<file path="config.mk">
export PLATFORM = sky130hd
export DESIGN_NAME = timer_alarm_scheduler
export DESIGN_NICKNAME = d
export VERILOG_FILES = /design/src/rtl/timer_alarm_scheduler.sv
export SDC_FILE = /design/constraint.sdc
export NUM_CORES = 1
export LEC_CHECK = 0
export ABC_AREA = 1
export CAP_MARGIN = 20
export CELL_PAD_IN_SITES_DETAIL_PLACEMENT = 0
export CELL_PAD_IN_SITES_GLOBAL_PLACEMENT = 2
export CORE_MARGIN = 10
export CORE_UTILIZATION = 37
export CTS_CLUSTER_SIZE = 16
export DETAILED_ROUTE_END_ITERATION = 8
export GPL_TIMING_DRIVEN = 0
export PLACE_DENSITY = 0.84
export SLEW_MARGIN = 15
export SYNTH_ARGS = -nofsm -noshare
export SYNTH_HDL_FRONTEND = slang
export SYNTH_SLANG_ARGS = --single-unit
</file>
<file path="constraint.sdc">
create_clock -name clk -period 6.7 [get_ports clk]
set_input_delay 1.005 -clock clk [delete_from_list [all_inputs] [get_ports clk]]
set_output_delay 1.005 -clock clk [all_outputs]
set_load 0.01 [all_outputs]
</file>
<file path="src/rtl/timer_alarm_scheduler.sv">
// Multi-channel alarm controller on top of the 100 us free-running 16-bit timer.
// Channels are armed with a tick delay, scanned round-robin, and reported on a fire port.
module timer_alarm_scheduler #(
    parameter int NUM_ALARMS = 4,
    parameter int ID_W       = 2
) (
    input  logic                  clk,
    input  logic                  reset,
    input  logic [15:0]           timer_count,
    output logic                  timer_read,
    output logic                  timer_reset,
    input  logic                  clear_timer,
    input  logic                  arm_valid,
    output logic                  arm_ready,
    input  logic [ID_W-1:0]       arm_id,
    input  logic [14:0]           arm_delay,
    input  logic                  cancel_valid,
    input  logic [ID_W-1:0]       cancel_id,
    output logic                  fire_valid,
    output logic [ID_W-1:0]       fire_id,
    input  logic                  fire_ready,
    output logic [NUM_ALARMS-1:0] armed,
    output logic [NUM_ALARMS-1:0] pending
);

    typedef enum logic [1:0] {
        ST_INIT  = 2'd0,
        ST_RUN   = 2'd1,
        ST_CLEAR = 2'd2
    } state_t;

    state_t          state;
    logic            phase;
    logic [15:0]     deadline [NUM_ALARMS];
    logic [ID_W-1:0] scan_idx;
    logic [ID_W-1:0] rr_ptr;

    logic                  arm_fire;
    logic                  enter_clear;
    logic                  scan_hit;
    logic [15:0]           scan_diff;
    logic [NUM_ALARMS-1:0] arm_mask;
    logic [NUM_ALARMS-1:0] cancel_mask;
    logic [NUM_ALARMS-1:0] expire_mask;
    logic [NUM_ALARMS-1:0] ack_mask;
    logic [NUM_ALARMS-1:0] pend_avail;
    logic [NUM_ALARMS-1:0] armed_nxt;
    logic [NUM_ALARMS-1:0] pending_nxt;
    logic [ID_W-1:0]       pick_id;
    logic                  pick_found;
    logic                  fire_cancelled;

    function automatic logic [ID_W-1:0] add_wrap(input logic [ID_W-1:0] base, input int offs);
        int s;
        s = int'(base) + offs;
        if (s >= NUM_ALARMS) s = s - NUM_ALARMS;
        return ID_W'(s);
    endfunction

    // Control FSM: a two-cycle settle after reset and after every timer clear.
    always_ff @(posedge clk) begin
        if (reset) begin
            state       <= ST_INIT;
            phase       <= 1'b0;
            timer_read  <= 1'b0;
            timer_reset <= 1'b0;
            arm_ready   <= 1'b0;
        end else begin
            timer_read  <= 1'b1;
            timer_reset <= 1'b0;
            case (state)
                ST_INIT, ST_CLEAR: begin
                    if (phase) begin
                        state     <= ST_RUN;
                        phase     <= 1'b0;
                        arm_ready <= 1'b1;
                    end else begin
                        phase <= 1'b1;
                    end
                end
                ST_RUN: begin
                    if (clear_timer) begin
                        state       <= ST_CLEAR;
                        phase       <= 1'b0;
                        timer_reset <= 1'b1;
                        arm_ready   <= 1'b0;
                    end
                end
                default: begin
                    state     <= ST_INIT;
                    phase     <= 1'b0;
                    arm_ready <= 1'b0;
                end
            endcase
        end
    end

    assign arm_fire    = arm_valid && arm_ready;
    assign enter_clear = (state == ST_RUN) && clear_timer;

    // Expired when the signed distance past the deadline is non-negative (wrap-safe).
    assign scan_diff = timer_count - deadline[scan_idx];
    assign scan_hit  = (state == ST_RUN) && armed[scan_idx] && !scan_diff[15];

    always_comb begin
        arm_mask    = '0;
        cancel_mask = '0;
        expire_mask = '0;
        ack_mask    = '0;
        for (int i = 0; i < NUM_ALARMS; i++) begin
            arm_mask[i]    = arm_fire && (arm_id == ID_W'(i));
            cancel_mask[i] = cancel_valid && (cancel_id == ID_W'(i));
            ack_mask[i]    = fire_valid && fire_ready && (fire_id == ID_W'(i));
            expire_mask[i] = scan_hit && (scan_idx == ID_W'(i)) && !arm_mask[i] && !cancel_mask[i];
        end
    end

    // Cancel beats arm, arm beats a same-cycle expiry of the same channel.
    assign armed_nxt      = enter_clear ? '0 : (((armed & ~expire_mask) | arm_mask) & ~cancel_mask);
    assign pending_nxt    = ((pending & ~ack_mask) | expire_mask) & ~cancel_mask;
    assign pend_avail     = pending & ~cancel_mask;
    assign fire_cancelled = cancel_valid && (cancel_id == fire_id);

    always_comb begin
        pick_found = 1'b0;
        pick_id    = '0;
        for (int k = 0; k < NUM_ALARMS; k++) begin
            if (!pick_found && pend_avail[add_wrap(rr_ptr, k)]) begin
                pick_found = 1'b1;
                pick_id    = add_wrap(rr_ptr, k);
            end
        end
    end

    // Fire port: fire_id is held while fire_valid && !fire_ready; a transfer happens on
    // the edge where both are high, and fire_valid always drops for one cycle afterwards.
    always_ff @(posedge clk) begin
        if (reset) begin
            armed      <= '0;
            pending    <= '0;
            fire_valid <= 1'b0;
            fire_id    <= '0;
            scan_idx   <= '0;
            rr_ptr     <= '0;
            for (int i = 0; i < NUM_ALARMS; i++) deadline[i] <= '0;
        end else begin
            for (int i = 0; i < NUM_ALARMS; i++) begin
                if (arm_mask[i]) deadline[i] <= timer_count + {1'b0, arm_delay};
            end
            armed   <= armed_nxt;
            pending <= pending_nxt;
            if (state == ST_RUN) scan_idx <= add_wrap(scan_idx, 1);
            if (fire_valid) begin
                if (fire_ready) begin
                    fire_valid <= 1'b0;
                    rr_ptr     <= add_wrap(fire_id, 1);
                end else if (fire_cancelled) begin
                    fire_valid <= 1'b0;
                end
            end else if (pick_found) begin
                fire_valid <= 1'b1;
                fire_id    <= pick_id;
            end
        end
    end

endmodule

</file>
== After elaboration in Yosys (flattened, before gate mapping) ==
Memory sizes are Yosys's and may differ from the RTL's. A register that Yosys moved wholly into a read port is not among the register bits.
Cells that the tools add are included.

* Flip-flop bits (word level): 21
* Bits in writable memories: 64
* Output and inout bits: 14
* Word-level logic and storage cells: 183
* Memories: 1

* $add $sub $neg: 13
* Magnitude comparators: 11
* Equal/unequal tests: 17
* Multiplexer cells: 58
* Bitwise operators: 16
* Reductions and logical operators: 56

{| class="wikitable"
|+ Memories
! name !! words !! bits a word !! read ports !! clocked after memory_dff !! write ports !! line !! source
|-
| deadline || 4 || 16 || 1 || 1 || 4 || 34 || <nowiki>logic [15:0] deadline [NUM_ALARMS];</nowiki>
|}

{| class="wikitable"
|+ Operator list
! cell !! number
|-
| 16-bit two-way mux || 4
|-
| 1-bit logical AND || 33
|-
| 1-bit two-way mux || 32
|-
| 2-bit two-way mux || 14
|-
| 4-bit AND || 5
|-
| 2-bit equality test (second input constant) || 9
|-
| 16-bit by 15-bit adder with 16-bit output || 1
|-
| 16-bit subtractor || 1
|-
| 3-bit >= comparator (second input constant) || 5
|-
| 2-bit by 3-bit less-than comparator with 1-bit output (second input constant) || 5
|-
| 1-bit logical NOT || 12
|-
| 4-bit NOT || 3
|-
| 2-bit by 1-bit subtractor with 2-bit output (second input constant) || 6
|-
| 1-bit binary-select mux with 2-bit select || 5
|-
| 2-bit by 1-bit equality test with 1-bit output (second input constant) || 5
|-
| 2-bit logical NOT || 5
|-
| 2-bit by 1-bit adder with 3-bit output (second input constant) || 3
|-
| 4-bit bitwise OR || 2
|-
| 2-bit by 2-bit adder with 3-bit output (second input constant) || 2
|-
| 2-bit AND reduction || 3
|-
| 2-bit OR reduction || 3
|-
| 2-bit inequality test (second input constant) || 2
|-
| 1-bit bitwise OR || 4
|-
| 1-bit one-hot mux with 2 select lines || 2
|-
| other kinds (4) || 5
|}

== Longest topological paths before layout ==
Gate-level depths: netlist of run 1.

* Depth after elaboration: 18
* Mapped depth: 18

== Least setup slack after synthesis of run 1 ==
Ideal clock, no wire load.

* Path type: input to register
* Start point: in timer_count[0]
* End point: mem deadline[0][12], data pin
* Library setup time: 0.266 ns
* Arrival time: 2.572 ns
* Data required time: 6.434 ns
* Slack: 3.861 ns
* Stages: 10
* Buffers on the path: 0
* Path through: ha_1 > inv_1 > fa_1 > o21ai_2 > a21oi_1 > o21ai_2 > a21boi_2 > o21ai_1 > xor2_1 > nor2_1

{| class="wikitable"
|+ RTL lines
! element !! line !! source
|-
| start: declaration || 9 || <nowiki>input logic [15:0] timer_count,</nowiki>
|-
| end: declaration || 34 ||
|}

==> results.json, run 1 <==
{
  "status": "complete, no violations",
  "path_max_fanout": 4,
  "grt_max_degree": 17,
  "p_per_area_nw_per_um2": 254.8,
  "leakage_nw": 2.412,
  "row_count": 42,
  "avgSynthCellArea_um2": 8.765,
  "slew-limit-headroom": 0.3885,
  "overflow": 0,
  "yosys-top-cells-count": "nand2_1, nor2_1, edfxtp_1",
  "tightest_slew_ns": 0.9150,
  "core_um2": 13190,
  "synth-edff-count": 64,
  "syn-instance-count": 564,
  "cts_htree_levels": 3,
  "drtIter0Drc": 238,
  "antenna_cells": 0,
  "postCtsSetupBuffers": 0,
  "postRouteWirelength_um": 13990,
  "grtUsageTotal": 0.1583,
  "cts_resized": 0,
  "final_cells": 810,
  "endpoint_kind": "register",
  "start_kind": "input port",
  "clk_latency_ns": 0.36,
  "wl_per_cell_um": 17.27,
  "synth_top_area_frac": 0.3888,
  "drtPass1Iterations": 5,
  "drv_slew": 0,
  "synth_most_common_cell": "nand2_1",
  "seq_area_frac_synth": 0.4819,
  "drc_errors": 0,
  "die_y_um": 135.6,
  "synthesis.nets": 643,
  "antenna_found_initial": 0,
  "max_freq_ghz": 0.2882,
  "cts.sinks": 87,
  "initial_utilization": 0.3748,
  "crit_type": "in2reg",
  "clk_pin_slew_ns": 0.06,
  "ys_warn_count": 0,
  "fin_util": 0.4556,
  "ys_async_sr_fraction": 0,
  "fillers": 1320,
  "cts_tree": "built",
  "place_inst": 794,
  "syn_area_um2": 4943,
  "setup_viol": 0,
  "io_buffers": 54,
  "cp.arrival_ns": 3.55,
  "drtAntennaViolNets": 0,
  "drive_gt1_frac": 0.05678,
  "fin_crit_sh": 0.5179,
  "max-vdd-ir-drop_uv": 166.3,
  "nets": 708,
  "syn_to_final_growth_pct": 21.56,
  "cp.required_ns": 6.78,
  "hold_violations": 0,
  "stdcell_area_um2": 6010,
  "hold_path_class": "reg2reg",
  "viasPerCell": 5.072,
  "die_width_um": 135.6,
  "die_area_um2": 18380,
  "period_needed_ns": 3.470,
  "dp_hpwl_um": 10530,
  "ys.flop_type": "edfxtp_1",
  "vias": 4108,
  "placedInstanceArea_um2": 5704,
  "skew_ns": 0.01005,
  "grt_pass1_vias": 4256,
  "grt_pass1_wl_um": 22520,
  "numCtsBuffers": 9,
  "synth_top_cell_by_area": "edfxtp_1",
  "cts.path.max_buffers": 2,
  "root_buffer": "clkbuf_16",
  "synth.area.top_cells": "edfxtp_1, nand2_1, ha_1, dfxtp_1, nor2_1",
  "io_pins": 55,
  "setup_tns_ns": 0,
  "synth.distinct_cells": 34,
  "ys_ff_latch": 87,
  "rsz0062_at_grt": "false",
  "cap_violations": 0,
  "gp_congestion": 0.8296,
  "hold_buffers": 0
}
## final timing paths
check                                    start         endpoint  slack (ns)  cells after the start
worst min-delay path                  state[1]         state[1]        0.47                      2
worst max register to register        register         armed[2]        3.24                     13
worst max-delay path            timer_count[0]  deadline[3][12]        3.23                     11
worst min register to register        state[1]         state[1]        0.47                      2
## report_power, final
group / internal, mW / switching, mW
combinational: 0.145 / 0.237
clock: 0.294 / 0.229
sequential: 0.609 / 0.0185
## stage by stage
| step | hold slack [ns] | total power, mW | worst slack [ns] |
|---|---|---|---|
| 2_1_floorplan | 0.4439 | 0.8945 | 3.861 |
| 3_3_place_gp | 0.4559 | 1.019 | 2.844 |
| 3_5_place_dp | 0.4545 | 1.023 | 2.853 |
| 4_1_cts | 0.4649 | 1.545 | 3.220 |
| 5_1_grt | 0.5051 | 1.618 | 2.904 |
| 6_report | 0.4657 | 1.531 | 3.230 |
## kinds of logic after synthesis
logic type | share of synthesized area
buffers and inverters | 0.04784
flip-flops | 0.4819
AO/OA/AOI/OAI | 0.1392
adder cells (fa/ha/maj) | 0.09770
AND/OR/NAND/NOR | 0.2050
XOR/XNOR | 0.02835
## layout make-up
| cell class | count | area, um2 | share of cell area |
|---|---|---|---|
| inverters | 46 | 172.7 | 0.02873 |
| clock buffers | 9 | 225.2 | 0.03748 |
| multi-input cells | 415 | 2325 | 0.3868 |
| flip-flops and latches | 87 | 2382 | 0.3964 |
| clock inverters | 7 | 80.08 | 0.01333 |
| repair buffers | 54 | 540.5 | 0.08994 |
| plain buffers | 16 | 63.81 | 0.01062 |
| well taps | 176 | 220.2 | 0.03664 |
## registers in the layout (all words and copies together), names as in the netlist, 2 cells and up, named ones only
register and cells:
armed 4, deadline 64, scan_idx 2, rr_ptr 2
state 2, pending 4, fire_id 2
## layer usage
layer  part of all wire  global-route usage
met4              0.016             0.05801
met2               0.47              0.2619
met5                  0                   0
met1               0.45              0.1952
met3              0.058             0.03820
## worst max-delay path, stage by stage
cell and delay (ns):
clkdlybuf4s50_1 0.48, ha_1 0.19, inv_1 0.06, fa_1 0.42, o21ai_2 0.22, a21oi_1 0.19, o21ai_2 0.22, a21boi_2 0.10
o21ai_1 0.16, xor2_1 0.41, nor2_1 0.08
## cell usage in the layout, fill, tap and decap left out, types with 5 or more instances in the layout
| master | n |
|---|---|
| nand2_1 | 129 |
| nor2_1 | 88 |
| edfxtp_1 | 64 |
| a21oi_1 | 58 |
| clkdlybuf4s50_1 | 54 |
| inv_1 | 44 |
| ha_1 | 37 |
| dfxtp_1 | 23 |
| o21ai_0 | 16 |
| a32o_1 | 14 |
| nand3_1 | 14 |
| clkbuf_1 | 11 |
| xor2_1 | 10 |
| clkbuf_16 | 9 |
| nor3_1 | 7 |
| o21ai_2 | 6 |
| xnor2_1 | 6 |
| nand4_1 | 5 |
Power figures use the tool's default switching activity.
==> run 2: changes to the inputs <==
--- a/config.mk
+++ b/config.mk
@@ -10,11 +10,11 @@
 export CELL_PAD_IN_SITES_DETAIL_PLACEMENT = 0
 export CELL_PAD_IN_SITES_GLOBAL_PLACEMENT = 2
 export CORE_MARGIN = 10
-export CORE_UTILIZATION = 37
+export CORE_UTILIZATION = 31
 export CTS_CLUSTER_SIZE = 16
 export DETAILED_ROUTE_END_ITERATION = 8
 export GPL_TIMING_DRIVEN = 0
-export PLACE_DENSITY = 0.84
+export PLACE_DENSITY = 0.75
 export SLEW_MARGIN = 15
 export SYNTH_ARGS = -nofsm -noshare
 export SYNTH_HDL_FRONTEND = slang
==> constraint.sdc (replaced) <==
create_clock -name clk -period 2.84 [get_ports clk]
set_input_delay 0.426 -clock clk [delete_from_list [all_inputs] [get_ports clk]]
set_output_delay 0.426 -clock clk [all_outputs]
set_load 0.01 [all_outputs]
==> results.json, run 2 (synthesis gave the netlist of run 1 again) <==
{
  "status": "complete, no violations",
  "layout_commonest_cell": "nand2_1",
  "grt_max_degree": 17,
  "p_per_area_nw_per_um2": 588.2,
  "most-common-layout-cells": "nand2_1, nor2_1, edfxtp_1",
  "drtPass1Iterations": 5,
  "drv_slew": 0,
  "die_area_um2": 21400,
  "row_count": 46,
  "combPwrFrac": 0.260,
  "hold_buffers": 0,
  "regMostFlops": "deadline",
  "fin_util": 0.3907,
  "antenna_cells": 0,
  "nets": 711,
  "grt_pass1_vias": 4207,
  "largest_register_ffs": 64,
  "swShare": 0.3143,
  "cp.required_ns": 2.91,
  "drive_gt1_frac": 0.09105,
  "drc_errors": 0,
  "rsz0062_at_grt": "false",
  "slowest_delay_ns": 0.48,
  "io_pins": 55,
  "clk_pin_slew_ns": 0.06,
  "tightest_slew_ns": 0.8965,
  "cts_htree_levels": 3,
  "setup_tns_ns": 0,
  "skew_ns": 0.006070,
  "path_max_fanout": 4,
  "crit_family": "compound AO/OA/AOI/OAI gates",
  "initial_utilization": 0.3135,
  "top_regs": "deadline x64, armed x4, pending x4",
  "antenna_found_initial": 0,
  "clk_latency_ns": 0.34,
  "cap_violations": 0,
  "vias": 4140,
  "cp-endpoint": "deadline[3][14]",
  "cts.path.max_buffers": 2,
  "endpoint_kind": "register",
  "slowest_stage": "clkdlybuf4s50_1",
  "crit_type": "in2reg",
  "cp.arrival_ns": 2.79,
  "pwr-share-seq": 0.410,
  "cts_tree": "built",
  "cp.depth": 9,
  "grtUsageTotal": 0.1350,
  "io_buffers": 54,
  "drtIter0Drc": 248,
  "fillers": 1637,
  "core_um2": 15770,
  "cts.sinks": 87,
  "grt_pass1_wl_um": 22790,
  "period_needed_ns": 2.722,
  "drtAntennaViolNets": 0,
  "critPathLaunch": "timer_count[0]",
  "hold_path_class": "reg2reg",
  "slew-limit-headroom": 0.4009,
  "numCtsBuffers": 9,
  "syn_to_final_growth_pct": 24.65,
  "fin_crit_sh": 0.9586,
  "setup_viol": 0,
  "root_buffer": "clkbuf_16",
  "postRouteWirelength_um": 14640,
  "viasPerCell": 4.853,
  "die_width_um": 146.3,
  "overflow": 0,
  "max_freq_ghz": 0.3673,
  "die_y_um": 146.3,
  "gp_congestion": 0.7757,
  "crit_chain": "clkdlybuf4s50_1, ha_1, inv_1, fa_1, o21ai_2, a21oi_2, o21ai_0, xor2_1, nor2_1",
  "max-vdd-ir-drop_uv": 394.0,
  "intPower_mw": 2.485,
  "p_switching_mw": 1.139,
  "crit_buf_inv": 2,
  "leakage_nw": 2.457,
  "r2r-end": "armed[0]",
  "clkPwrFrac": 0.330,
  "regToRegSetupSlack_ns": 0.21,
  "wl_per_cell_um": 17.16,
  "start_kind": "input port",
  "hold_violations": 0,
  "r2r_cells": 15,
  "dp_hpwl_um": 10890
}
## run 2: through the flow
step / cell area [um2] / hold slack [ns] / worst slack, ns / total power, mW / instances
global route: 6162 / 0.4994 / 0.006818 / 3.816 / 853
CTS: 6130 / 0.4686 / 0.002123 / 3.635 / 852
detailed placement: 5754 / 0.4597 / -0.6947 / 2.429 / 834
finish: 6162 / 0.4675 / 0.1176 / 3.625 / 853
floorplan: 4943 / 0.4439 / 0.3564 / 2.110 / 564
global placement: 5754 / 0.4536 / -0.6489 / 2.420 / 834
## run 2: what timing repair did
action / CTS / global route
setup endpoints to repair: 16 / 20
setup buffers: 4 / 1
pin swaps: 1 / 3
resized for setup: 18 / 9
## run 2: layout make-up
cell class                      count  area, um2  share of cell area
Multi-Input combinational cell    415       2371              0.3848
Clock inverter                      7      71.32             0.01157
Sequential cell                    87       2387              0.3874
Timing Repair Buffer               59      578.1             0.09381
Inverter                           46      180.2             0.02924
Tap cell                          216      270.3             0.04386
Buffer                             14      78.83             0.01279
Clock buffer                        9      225.2             0.03655
## run 2: worst min-delay path by stage
stage,from,cells after the start,to,slack [ns]
6_report,state[1],2,state[1],0.47
5_1_grt,state[1],2,state[1],0.50
4_1_cts,state[1],2,state[1],0.47
3_5_place_dp,state[1],2,state[1],0.46
3_3_place_gp,state[1],2,state[1],0.45
2_1_floorplan,state[1],2,state[1],0.44
## run 2: layer usage
layer | track usage | up-vias | part of all wire
met5 | 0 | - | 0
met4 | 0.05255 | 0 | 0.018
met3 | 0.02596 | 16 | 0.035
met2 | 0.2384 | 90 | 0.50
met1 | 0.1576 | 1977 | 0.45
li1 | - | 2057 | -
## run 2: worst register-to-register path, stage by stage (launching register included)
cell	delay [ns]
dfxtp_4	0.40
buf_6	0.17
buf_4	0.21
nand2_1	0.08
a32o_1	0.26
ha_1	0.29
a21oi_1	0.15
nor2_1	0.05
a211oi_1	0.18
nand2_1	0.13
nand2_1	0.10
nand2_1	0.06
nand2_1	0.13
nand4_1	0.16
nand2_1	0.10
a21oi_1	0.06
## run 2: power groups by stage
stage,logic [mW],registers (mW),clock network [mW]
after detailed placement,0.917,1.51,0
after global routing,1.07,1.49,1.25
final,0.943,1.49,1.20
after CTS,0.945,1.49,1.20
after global placement,0.911,1.51,0
after floorplan,0.606,1.50,0
